[src/rtl/fifo_pkg.sv]
// fifo_pkg: shared defaults and read-mode enum for the programmable FIFO.
package fifo_pkg;
  localparam int DEF_WIDTH = 16;
  localparam int DEF_DEPTH = 8;
  localparam int DEF_AF_THRESH = DEF_DEPTH - 1;
  localparam int DEF_AE_THRESH = 1;
  typedef enum logic {STD, FWFT} fifo_mode_e;
endpackage

[src/rtl/prog_fifo_if.sv]
// prog_fifo_if: write/read handshake, data and status bundle of the FIFO.
interface prog_fifo_if
  import fifo_pkg::*;
#(
  parameter int FIFO_WIDTH = DEF_WIDTH,
  parameter int FIFO_DEPTH = DEF_DEPTH
);
  logic [FIFO_WIDTH-1:0]       data_in;
  logic                        wr_en;
  logic                        rd_en;
  logic [FIFO_WIDTH-1:0]       data_out;
  logic                        wr_ack;
  logic                        overflow;
  logic                        underflow;
  logic                        full;
  logic                        empty;
  logic                        almostfull;
  logic                        almostempty;
  logic [$clog2(FIFO_DEPTH):0] count;
  modport master (
    output data_in, wr_en, rd_en,
    input  data_out, wr_ack, overflow, underflow, full, empty, almostfull, almostempty, count
  );
  modport slave (
    input  data_in, wr_en, rd_en,
    output data_out, wr_ack, overflow, underflow, full, empty, almostfull, almostempty, count
  );
endinterface

[src/rtl/fifo_mem.sv]
// fifo_mem: simple dual-port storage, synchronous write, asynchronous read.
module fifo_mem
  import fifo_pkg::*;
#(
  parameter int FIFO_WIDTH = DEF_WIDTH,
  parameter int FIFO_DEPTH = DEF_DEPTH
) (
  input  logic                          clk,
  input  logic                          we,
  input  logic [$clog2(FIFO_DEPTH)-1:0] waddr,
  input  logic [FIFO_WIDTH-1:0]         wdata,
  input  logic [$clog2(FIFO_DEPTH)-1:0] raddr,
  output logic [FIFO_WIDTH-1:0]         rdata
);
  logic [FIFO_WIDTH-1:0] mem [FIFO_DEPTH];
  always_ff @(posedge clk)
    if (we) mem[waddr] <= wdata;
  assign rdata = mem[raddr];
endmodule

[src/rtl/prog_fifo.sv]
// prog_fifo: synchronous FIFO with programmable almost flags and
// selectable standard or first-word-fall-through read timing.
module prog_fifo #(
  parameter int FIFO_WIDTH = fifo_pkg::DEF_WIDTH,
  parameter int FIFO_DEPTH = fifo_pkg::DEF_DEPTH,
  parameter int AF_THRESH  = FIFO_DEPTH - 1,
  parameter int AE_THRESH  = fifo_pkg::DEF_AE_THRESH,
  parameter bit FWFT       = 1'b0
) (
  input logic        clk,
  input logic        rst,
  prog_fifo_if.slave bus
);
  import fifo_pkg::*;
  localparam int AW = $clog2(FIFO_DEPTH);
  localparam int CW = AW + 1;
  localparam fifo_mode_e MODE = FWFT ? fifo_pkg::FWFT : STD;
  localparam logic [CW-1:0] DEPTH_C = CW'(FIFO_DEPTH);
  localparam logic [CW-1:0] AF_C = CW'(AF_THRESH);
  localparam logic [CW-1:0] AE_C = CW'(AE_THRESH);
  if (FIFO_WIDTH < 1 || FIFO_WIDTH > 64 || FIFO_DEPTH < 4 || FIFO_DEPTH > 1024 ||
      (FIFO_DEPTH & (FIFO_DEPTH - 1)) != 0 || AF_THRESH < 1 || AF_THRESH > FIFO_DEPTH - 1 ||
      AE_THRESH < 1 || AE_THRESH > FIFO_DEPTH - 1) begin : g_bad_params
    $error("prog_fifo: illegal parameter combination");
  end
  logic [AW-1:0]         wr_ptr, rd_ptr;
  logic [CW-1:0]         count;
  logic [FIFO_WIDTH-1:0] rd_data, data_q;
  logic                  rd_ok, wr_ok;
  assign bus.full        = count == DEPTH_C;
  assign bus.empty       = count == '0;
  assign bus.almostfull  = count >= AF_C && !bus.full;
  assign bus.almostempty = count <= AE_C && !bus.empty;
  assign bus.count       = count;
  // a full FIFO can still take a write when a read frees a slot this cycle
  assign rd_ok = bus.rd_en && !bus.empty;
  assign wr_ok = bus.wr_en && (!bus.full || rd_ok);
  assign bus.data_out = MODE == fifo_pkg::FWFT ? (bus.empty ? '0 : rd_data) : data_q;
  fifo_mem #(.FIFO_WIDTH(FIFO_WIDTH), .FIFO_DEPTH(FIFO_DEPTH)) u_mem (
    .clk  (clk),
    .we   (wr_ok),
    .waddr(wr_ptr),
    .wdata(bus.data_in),
    .raddr(rd_ptr),
    .rdata(rd_data)
  );
  always_ff @(posedge clk or posedge rst)
    if (rst) begin
      wr_ptr        <= '0;
      rd_ptr        <= '0;
      count         <= '0;
      data_q        <= '0;
      bus.wr_ack    <= 1'b0;
      bus.overflow  <= 1'b0;
      bus.underflow <= 1'b0;
    end else begin
      wr_ptr        <= wr_ptr + AW'(wr_ok);
      rd_ptr        <= rd_ptr + AW'(rd_ok);
      count         <= count + CW'(wr_ok) - CW'(rd_ok);
      data_q        <= rd_ok ? rd_data : data_q;
      bus.wr_ack    <= wr_ok;
      bus.overflow  <= bus.wr_en && !wr_ok;
      bus.underflow <= bus.rd_en && bus.empty;
    end
endmodule
[src/flat_wrapper.sv]
// flat-port wrapper written by rule: the top's interface ports become plain ports
module prog_fifo_flat import fifo_pkg::*;
#(
  parameter int FIFO_WIDTH = fifo_pkg::DEF_WIDTH,
  parameter int FIFO_DEPTH = fifo_pkg::DEF_DEPTH,
  parameter int AF_THRESH  = FIFO_DEPTH - 1,
  parameter int AE_THRESH  = fifo_pkg::DEF_AE_THRESH,
  parameter bit FWFT       = 1'b0
)
  (clk, rst, bus_data_in, bus_wr_en, bus_rd_en, bus_data_out, bus_wr_ack, bus_overflow, bus_underflow, bus_full, bus_empty, bus_almostfull, bus_almostempty, bus_count);
  prog_fifo_if #(.FIFO_WIDTH(FIFO_WIDTH), .FIFO_DEPTH(FIFO_DEPTH)) bus_i ();
  input logic clk;
  input logic rst;
  input wire logic [$bits(bus_i.data_in)-1:0] bus_data_in;
  input wire logic [$bits(bus_i.wr_en)-1:0] bus_wr_en;
  input wire logic [$bits(bus_i.rd_en)-1:0] bus_rd_en;
  output wire logic [$bits(bus_i.data_out)-1:0] bus_data_out;
  output wire logic [$bits(bus_i.wr_ack)-1:0] bus_wr_ack;
  output wire logic [$bits(bus_i.overflow)-1:0] bus_overflow;
  output wire logic [$bits(bus_i.underflow)-1:0] bus_underflow;
  output wire logic [$bits(bus_i.full)-1:0] bus_full;
  output wire logic [$bits(bus_i.empty)-1:0] bus_empty;
  output wire logic [$bits(bus_i.almostfull)-1:0] bus_almostfull;
  output wire logic [$bits(bus_i.almostempty)-1:0] bus_almostempty;
  output wire logic [$bits(bus_i.count)-1:0] bus_count;
  assign bus_i.data_in = bus_data_in;
  assign bus_i.wr_en = bus_wr_en;
  assign bus_i.rd_en = bus_rd_en;
  assign bus_data_out = bus_i.data_out;
  assign bus_wr_ack = bus_i.wr_ack;
  assign bus_overflow = bus_i.overflow;
  assign bus_underflow = bus_i.underflow;
  assign bus_full = bus_i.full;
  assign bus_empty = bus_i.empty;
  assign bus_almostfull = bus_i.almostfull;
  assign bus_almostempty = bus_i.almostempty;
  assign bus_count = bus_i.count;
  prog_fifo #(.FIFO_WIDTH(FIFO_WIDTH), .FIFO_DEPTH(FIFO_DEPTH), .AF_THRESH(AF_THRESH), .AE_THRESH(AE_THRESH), .FWFT(FWFT)) u_core (.clk(clk), .rst(rst), .bus(bus_i));
endmodule
[config.mk]
export PLATFORM = sky130hd
export DESIGN_NAME = prog_fifo_flat
export DESIGN_NICKNAME = d
export VERILOG_FILES = /design/src/rtl/fifo_pkg.sv /design/src/rtl/prog_fifo_if.sv /design/src/rtl/fifo_mem.sv /design/src/rtl/prog_fifo.sv /design/src/flat_wrapper.sv
export SDC_FILE = /design/constraint.sdc
export NUM_CORES = 1
export LEC_CHECK = 0
export CAP_MARGIN = 10
export CELL_PAD_IN_SITES_DETAIL_PLACEMENT = 1
export CELL_PAD_IN_SITES_GLOBAL_PLACEMENT = 2
export CORE_MARGIN = 2
export CORE_UTILIZATION = 39
export DETAILED_ROUTE_END_ITERATION = 10
export PLACE_DENSITY_LB_ADDON = 0.1
export SYNTH_ARGS = -nofsm -noshare
export SYNTH_HDL_FRONTEND = slang
export SYNTH_SLANG_ARGS = --single-unit
export TNS_END_PERCENT = 1
[constraint.sdc]
create_clock -name clk -period 2.6 [get_ports clk]
set_input_delay 0.52 -clock clk [delete_from_list [all_inputs] [get_ports clk]]
set_output_delay 0.52 -clock clk [all_outputs]
set_load 0.03 [all_outputs]
; ---- After elaboration in Yosys (flattened, before gate mapping)
; Memory sizes are Yosys's and may differ from the RTL's. A register that Yosys moved wholly into a read port is not among the register bits.
; Cells that the tools add are included.
[word_totals]
reg_bits = 13
ramBits = 128
elab_cells = 27
n_memories = 1
[memory_table]
columns = memory, words, width, read_ports, rd_clocked_by_memory_dff, wr, line
row1 = u_core.u_mem.mem, 8, 16, 1, 1, 1, fifo_mem.sv:15  ; logic [FIFO_WIDTH-1:0] mem [FIFO_DEPTH];
[classes]
n_addsub = 4
n_lt_le_gt_ge = 2
n_eq_ne = 1
muxes = 2
n_reduce_logical = 11
[ops]
columns = operator, n
row1 = 3-bit by 1-bit adder with 3-bit output, 2
row2 = 1-bit logical AND, 6
row3 = 4-bit by 1-bit adder with 4-bit output, 1
row4 = "4-bit == test, second input constant", 1
row5 = "4-bit by 3-bit greater-or-equal comparator with 1-bit output, second input constant", 1
row6 = "4-bit by 1-bit <= comparator with 1-bit output, second input constant", 1
row7 = 4-bit zero test, 1
row8 = 4-bit by 1-bit subtractor with 4-bit output, 1
row9 = 1-bit zero test, 3
row10 = 1-bit 2-to-1 mux, 2
row11 = 1-bit logical OR, 1

; ---- Logic depth before layout (Yosys ltp)
[logic_depth]
ltp_word = 7
mapped_depth = 10
ltp_nobuf = 9

; ---- Hierarchy
; Synthesis repeated with hierarchy kept, for this count alone.
[unflattened]
hier_cells = 287
hier_area_um2 = 6277.3
[by_module_without_submodules]
columns = mod, n_inst, cells_each, area_each_um2, seq_area_each_um2
row1 = fifo_mem, 1, 198, 4973.5, 3843.7
row2 = prog_fifo, 1, 89, 1303.8, 725.7

; ---- Worst setup path before layout
; No wires, ideal clock.
[synth_path]
kind = flip-flop to flip-flop
from = register u_core.count[2] (netlist: u_core.bus.count[2])
to = memory u_core.u_mem.mem[1][0] (netlist bit) (enable)
arrival_time_ns = 2.380
t_required_ns = 2.191
path_slack_ns = -0.189
path_stages_with_launch = 6
cell_sequence = dfrtp_1 -> inv_1 -> ha_1 -> nor2b_1 -> o211ai_1 -> nor3_1
[synth_via]
elab_chain_cells = 7
[synth_lines]
columns = element, line
row1 = "start, declared", prog_fifo.sv:27  ; logic [CW-1:0] count;
row2 = "start signal, assigned", prog_fifo.sv:59  ; count <= count + CW'(wr_ok) - CW'(rd_ok);
row3 = 4-bit zero test, prog_fifo.sv:31  ; assign bus.empty = count == '0;
row4 = 1-bit zero test, prog_fifo.sv:36  ; assign rd_ok = bus.rd_en && !bus.empty;
row5 = 1-bit logical AND, prog_fifo.sv:36
row6 = 1-bit logical OR (*), prog_fifo.sv:37  ; assign wr_ok = bus.wr_en && (!bus.full || rd_ok);
row7 = 1-bit logical AND (*), prog_fifo.sv:37
row8 = 1-bit 2-to-1 mux (*), fifo_mem.sv:17  ; if (we) mem[waddr] <= wdata;
row9 = 1-bit 2-to-1 mux (implied by the code) (*), fifo_mem.sv:17
row10 = "end, declared", fifo_mem.sv:15
; Every way passes the cells marked *; elsewhere a longest branch is shown, timed or not.

; ---- Worst setup path after layout
[layout_path]
from = register u_core.count[2] (netlist: u_core.bus.count[2])
to = output bus_full
[layout_via]
elab_chain_cells = 1
[layout_lines]
columns = element, line
row1 = 4-bit == test, prog_fifo.sv:30  ; assign bus.full = count == DEPTH_C;
row2 = "end, declared", flat_wrapper.sv:21  ; output wire logic [$bits(bus_i.full)-1:0] bus_full;
; No other way between the ends.

==> summary.txt <==
status: finished clean
Power Density: 1211 nW/um2
Slowest-stage cell, CP: or3b_1
skew final: 0.006695 ns
setup TNS: 0 ns
initial DRC count: 156
endpoints failing setup: 0
reg2reg end: u_core.bus.count[2]$_DFF_PP0_
Worst R2R Path Depth: 8
Setup crit end: bus_full
predominant post-synthesis flop cell: edfxtp_1
via/cell ratio: 5.156
GRT Total Usage: 17.70%
Worst Setup SP: u_core.bus.count[2]$_DFF_PP0_
EDFF count, synth: 128
period utilization: 90.22%
clock root buffer: clkbuf_16
sequential-to-total area share from yosys stat: 72.10%
Detailed Route WL: 14220 um
Commonest cells post-synth: edfxtp_1 (128), mux2i_1 (32), mux2_2 (31), dfrtp_1 (29), o22ai_1 (17)
Pins Over Slew Limit: 0
share of layout cells above drive strength 1: 24.66%
initial antenna violation count: 0
CP top delay family: buffers and inverters
Max Root-Sink Buffers: 2
Rows: 46
WL per Instance: 21.48 um
Mapped Cells: 361
IO Count: 47
crit-path max cell delay: 0.41 ns
Synth area leader: edfxtp_1
Ys Warns: 0
number of max-cap violations: 0
Most Frequent Cell on Critical Path: inv_1
hpwl dp: 8525 um
post-route minimum period: 2.346 ns
# DRC: 0
FF-to-FF setup slack: 0.33 ns
Worst-Margin Slew: 0.5569 ns
syn_area_per_cell: 17.55 um2
Critical Path RT: 2.08 ns
first-pass GRT wire length: 22100 um
synthesized net count: 393
RD Place Congestion: 0.7318
synthesis-stage register bit count: 157
CTS Buf Count: 17
CP Max Fanout: 4
total number of vias: 3413
count leader, synth: edfxtp_1
CP startpoint kind: flip-flop
met2 usage: 29.09%
DP Area: 7171 um2
H-tree depth: 4
full die area: 17290 um2
HP Class: input pin to asynchronous set/reset pin
CP endpoint kind: primary output
Peak Freq: 426.3 MHz
cells along the critical path: inv_1, ha_1, or3b_1, inv_1, clkbuf_2
Synth-to-Final Area Change: 23.32%
grt total ovfl: 0
vias in the first global route: 3661
pin count of the biggest net entering global routing: 66
GR peak layer: met2
dpl ws: 0.1120 ns
Post-CTS Setup Repair Bufs: 0
Core ar.: 15890 um2
Die X: 131.5 um
Setup WS post-layout: 0.2544 ns
Initial DRT Pass Iterations: 4
RSZ-0062 raised after global routing: false
IO buf count: 46
CTS tree: yes
Core Util, Final: 49.20%
grt met3 use: 4.514%
Final ANT Viol Nets: 0
Synth async-reset ratio: 18.47%
CP Buf/Inv Count: 3
Pleak: 2.859 nW
latest clock arrival within the worst-skew pair: 0.43 ns
n_diodes: 0
Worst VDD drop: 0.5242 mV
met1 usage: 22.77%
post-synth top area share: 60.65%
Setup CP Type: flip-flop to primary output
Max-slew headroom: 62.80%
worst r2r src: u_core.bus.count[3]$_DFF_PP0_
final instance area: 7815 um2
Die Y: 131.5 um
Design Power: 9.467 mW
Final #Nets: 465
CP Depth: 5
Mapped Area: 6337 um2
top cells by area, synth: edfxtp_1 (61%), dfrtp_1 (11%), mux2_2 (5.5%)
post-synth cell types: 34
number of clock sinks: 157
Worst EP arrival: 1.83 ns
Starting Density: 39.89%
Final Hold Viols: 0
clock transition at the registers of the reported paths: 0.06 ns
-- report_power, final --
group | switching (mW) | leakage (nW) | total [mW] | internal (mW)
logic | 1.84 | 1.03 | 3.19 | 1.35
clock network | 1.05 | 0.317 | 2.77 | 1.72
registers | 0.241 | 1.51 | 3.50 | 3.26
-- layout make-up --
type | instances | area, um2
clock buffers | 17 | 425.4
clock inverters | 15 | 231.5
fillers | 1548 | 8070
inverters | 9 | 33.78
multi-input cells | 177 | 1598
flip-flops and latches | 157 | 4571
well taps | 216 | 270.3
repair buffers | 71 | 685.7
-- worst min-delay path, cell delays in order --
cell and delay (ns):
clkdlybuf4s50_1 0.41, inv_1 0.06, buf_4 0.40
-- how the worst min path moves through the flow --
| stage | from | end | slack, ns | depth (start not counted) |
|---|---|---|---|---|
| after floorplan | u_core.wr_ptr[0]$_DFF_PP0_ | u_core.wr_ptr[0]$_DFF_PP0_ | 0.49 | 1 |
| after global placement | u_core.wr_ptr[0]$_DFF_PP0_ | u_core.wr_ptr[0]$_DFF_PP0_ | 0.51 | 1 |
| after detailed placement | u_core.bus.data_out[6]$_DFFE_PP0P_ | u_core.bus.data_out[6]$_DFFE_PP0P_ | 0.51 | 2 |
| after CTS | rst | u_core.bus.data_out[2]$_DFFE_PP0P_ | 0.53 | 3 |
| after global routing | u_core.bus.data_out[0]$_DFFE_PP0P_ | u_core.bus.data_out[0]$_DFFE_PP0P_ | 0.56 | 2 |
| final | rst | u_core.bus.data_out[0]$_DFFE_PP0P_ | 0.52 | 3 |
-- registers in the layout, indices dropped and copies added, names as in the netlist --
signal,count
u_core.wr_ptr,3
u_core.bus.underflow,1
u_core.u_mem.mem,128
u_core.bus.count,4
u_core.bus.overflow,1
u_core.rd_ptr,3
u_core.bus.wr_ack,1
u_core.bus.data_out,16
-- through the flow --
step	cells	hold slack, ns
floorplan	361	0.4879
global placement	630	0.5122
detailed placement	630	0.5141
CTS	662	0.5284
global route	662	0.5596
finish	662	0.5222
-- kinds of logic after synthesis --
logic type	after synthesis	share of synthesized area, %
buffers and inverters	27	2.922
adders and majority gates	12	2.488
DFF	157	72.10
and+or+nand+nor	24	2.034
AOI/OAI and AO/OA	73	9.161
muxes	64	10.74
xor gates and xnor gates	4	0.5528
-- placed cells by master, fill, tap and decap left out, drive strengths merged, types with 2 or more instances in the layout --
cell type        n
ha              11
nor2             7
o22ai           17
dfrtp           29
xor2             4
o21ai           17
clkbuf          19
mux2            32
bufinv           5
mux2i           32
nand2            2
buf             25
clkinv           3
clkdlybuf4s50   42
a21oi            2
o211ai           2
nor3             2
edfxtp         128
dlygate4sd2      2
a22o            16
nand2b           4
o31ai           16
nor2b            4
inv             15
-- per-layer routing --
| layer | vias to the layer above | part of all wire [%] |
|---|---|---|
| li1 | 1554 | - |
| met1 | 1779 | 45 |
| met2 | 65 | 50 |
| met3 | 15 | 3.5 |
| met4 | 0 | 1.4 |
| met5 | - | 0 |
-- timing repair --
| action | in CTS | in global routing |
|---|---|---|
| cloned | 0 | 0 |
| pin swaps | 0 | 0 |
| endpoints found under the setup margin | 4 | 2 |
| gates resized for setup | 4 | 4 |
| hold buffers | 0 | 0 |
No activity file was read; power rests on OpenSTA's default activity.
==> patch, RTL diff (config.mk and constraints unchanged) <==
The package constant `DEF_WIDTH` goes from 16 to 12.
--- a/src/rtl/fifo_pkg.sv
+++ b/src/rtl/fifo_pkg.sv
@@ -1,6 +1,6 @@
 // fifo_pkg: shared defaults and read-mode enum for the programmable FIFO.
 package fifo_pkg;
-  localparam int DEF_WIDTH = 16;
+  localparam int DEF_WIDTH = 12;
   localparam int DEF_DEPTH = 8;
   localparam int DEF_AF_THRESH = DEF_DEPTH - 1;
   localparam int DEF_AE_THRESH = 1;
Interface: changed (resized bus_data_in and bus_data_out); port bits go from 47 to 39. The function was not compared with the original's and may differ.
==> patch against the original RTL <==
Critical endpoint is now bus_empty; cell area is 22% lower; clock skew is 2.2 ps higher; register-to-register slack worse by 50 ps; highest routed layer unchanged; total power decreased by 22%; clock power is 26% lower; final cell count fell by 19%; sequential power is 22% lower; routed wire length shrank 24%; sequential cell count shrank 36; via count shrank 22%; worst setup slack got worse by 53 ps; synthesized area is 23% lower; synthesized cell count down 20%.
==> patch: results (changes against the original RTL) <==
[setup_path]
critical-path-slowest-cell=sky130_fd_sc_hd__dfrtp_1
source_of_the_worst_register_to_register_timing_path=u_core.bus.count[2]$_DFF_PP0_
timing.critical_path.fanout_max=15  ; +11
slowest_delay_ps=430  ; +20 ps
worst_ep_arrival_time_ps=1880  ; +50 ps

[finish]
post_route_cells_drive_above_1_share_pct=22.8  ; -1.9 points
final_nets=384  ; -17%

[timing]
worst_skew_ps=8.86  ; +2.16 ps
tightest_slew_ps=816  ; +259 ps

[yosys]
synthesis.nets=317  ; -19%
netlist_top_cells_area=sky130_fd_sc_hd__edfxtp_1 (59%), sky130_fd_sc_hd__dfrtp_1 (13%), sky130_fd_sc_hd__mux2i_1 (4.9%), sky130_fd_sc_hd__mux2_2 (4.8%), sky130_fd_sc_hd__ha_1 (2.8%)
synth_common_cells=sky130_fd_sc_hd__edfxtp_1 (96), sky130_fd_sc_hd__dfrtp_1 (25), sky130_fd_sc_hd__mux2i_1 (24)
synth.distinct_cells=36  ; +5.9%
ys_async_sr_fraction_pct=20.7  ; +2.2 points
seq_area_frac_synth_pct=71.5  ; -0.64 points

[run_status]
result_of_the_run=finished clean

[placement]
post-dp-hpwl_microns=6560  ; -23%
gp_congestion=0.748  ; +2.3%
dp_worst_setup_slack_ps=177  ; +64.8 ps

[clock_tree]
worst_skew_pair.late_latency_ps=410  ; -20 ps

[route]
vias_per_cell=4.94  ; -4.1%
drt-total-wl_microns=10900  ; -24%

[grt]
via_count_of_the_first_global_routing_pass=2846  ; -22%
groute.usage.overall_pct=17.9  ; +0.23 points

[power]
worst_ir_drop_vdd_mv=0.544  ; +3.8%

patch: timing repair:
item | in CTS | in global routing
endpoints found under the setup margin | 2 | 2
hold endpoints to repair | 0 | 0
resized for setup | 3 | 2
buffers inserted | 0 | 0
patch: final cells by class:
cell class | count | area, sq um
clock buffers | 25 | 455
clock inverters | 7 | 56.3
flip-flops and latches | 121 | 3510
multi-input cells | 146 | 1300
repair buffers | 60 | 552
well taps | 168 | 210
inverters | 10 | 37.5
fillers | 1188 | 6040
patch: tightest hold or removal path, cell delays in order:
cell                              delay (ps)
sky130_fd_sc_hd__clkdlybuf4s50_1         400
sky130_fd_sc_hd__inv_1                    50
sky130_fd_sc_hd__buf_4                   340
patch: metrics by stage:
step / power (mW) / hold slack (ps) / util [%] / std cells
final: 7.34 / 493 / 50.3 / 537
after global routing: 7.75 / 525 / 50.3 / 537
after CTS: 7.46 / 493 / 50.3 / 537
after detailed placement: 5.39 / 511 / 46.2 / 505
after global placement: 5.34 / 503 / 46.2 / 505
after floorplan: 4.43 / 500 / - / 289
patch: path summary, 6_finish.rpt:
check / depth (start not counted) / endpoint / slack (ps)
max in group asynchronous: 3 / u_core.rd_ptr[0]$_DFF_PP0_ / 1810
worst min-delay path: 3 / u_core.bus.data_out[1]$_DFFE_PP0P_ / 490
min in group clk: 2 / u_core.bus.data_out[8]$_DFFE_PP0P_ / 520
worst max-delay path: 5 / bus_empty / 200
worst min register to register: 2 / u_core.bus.data_out[8]$_DFFE_PP0P_ / 520
worst max register to register: 7 / u_core.bus.count[2]$_DFF_PP0_ / 280
patch: metal layers:
layer,global-route usage [%],share of wire [%],up-vias
met5,0,0,-
met4,7.38,1.5,0
met3,5.03,2.8,15
met2,29.5,49,42
met1,22.5,46,1341
li1,-,-,1256
patch: where the power goes:
part	switching [mW]	leakage (nW)	internal, mW
Combinational	1.49	0.867	1.08
Clock	0.758	0.250	1.29
Sequential	0.201	1.17	2.52
patch: kinds of logic (layout without fill, tap and decap cells):
logic type | after synthesis | in the layout | synth area share [%]
AO/OA/AOI/OAI | 57 | 57 | 9.20
XOR/XNOR | 4 | 4 | 0.713
adder cells (fa/ha/maj) | 12 | 12 | 3.21
buffers and inverters | 22 | 102 | 2.27
flip-flops | 121 | 121 | 71.5
multiplexers | 48 | 48 | 10.4
AND/OR/NAND/NOR | 25 | 25 | 2.75
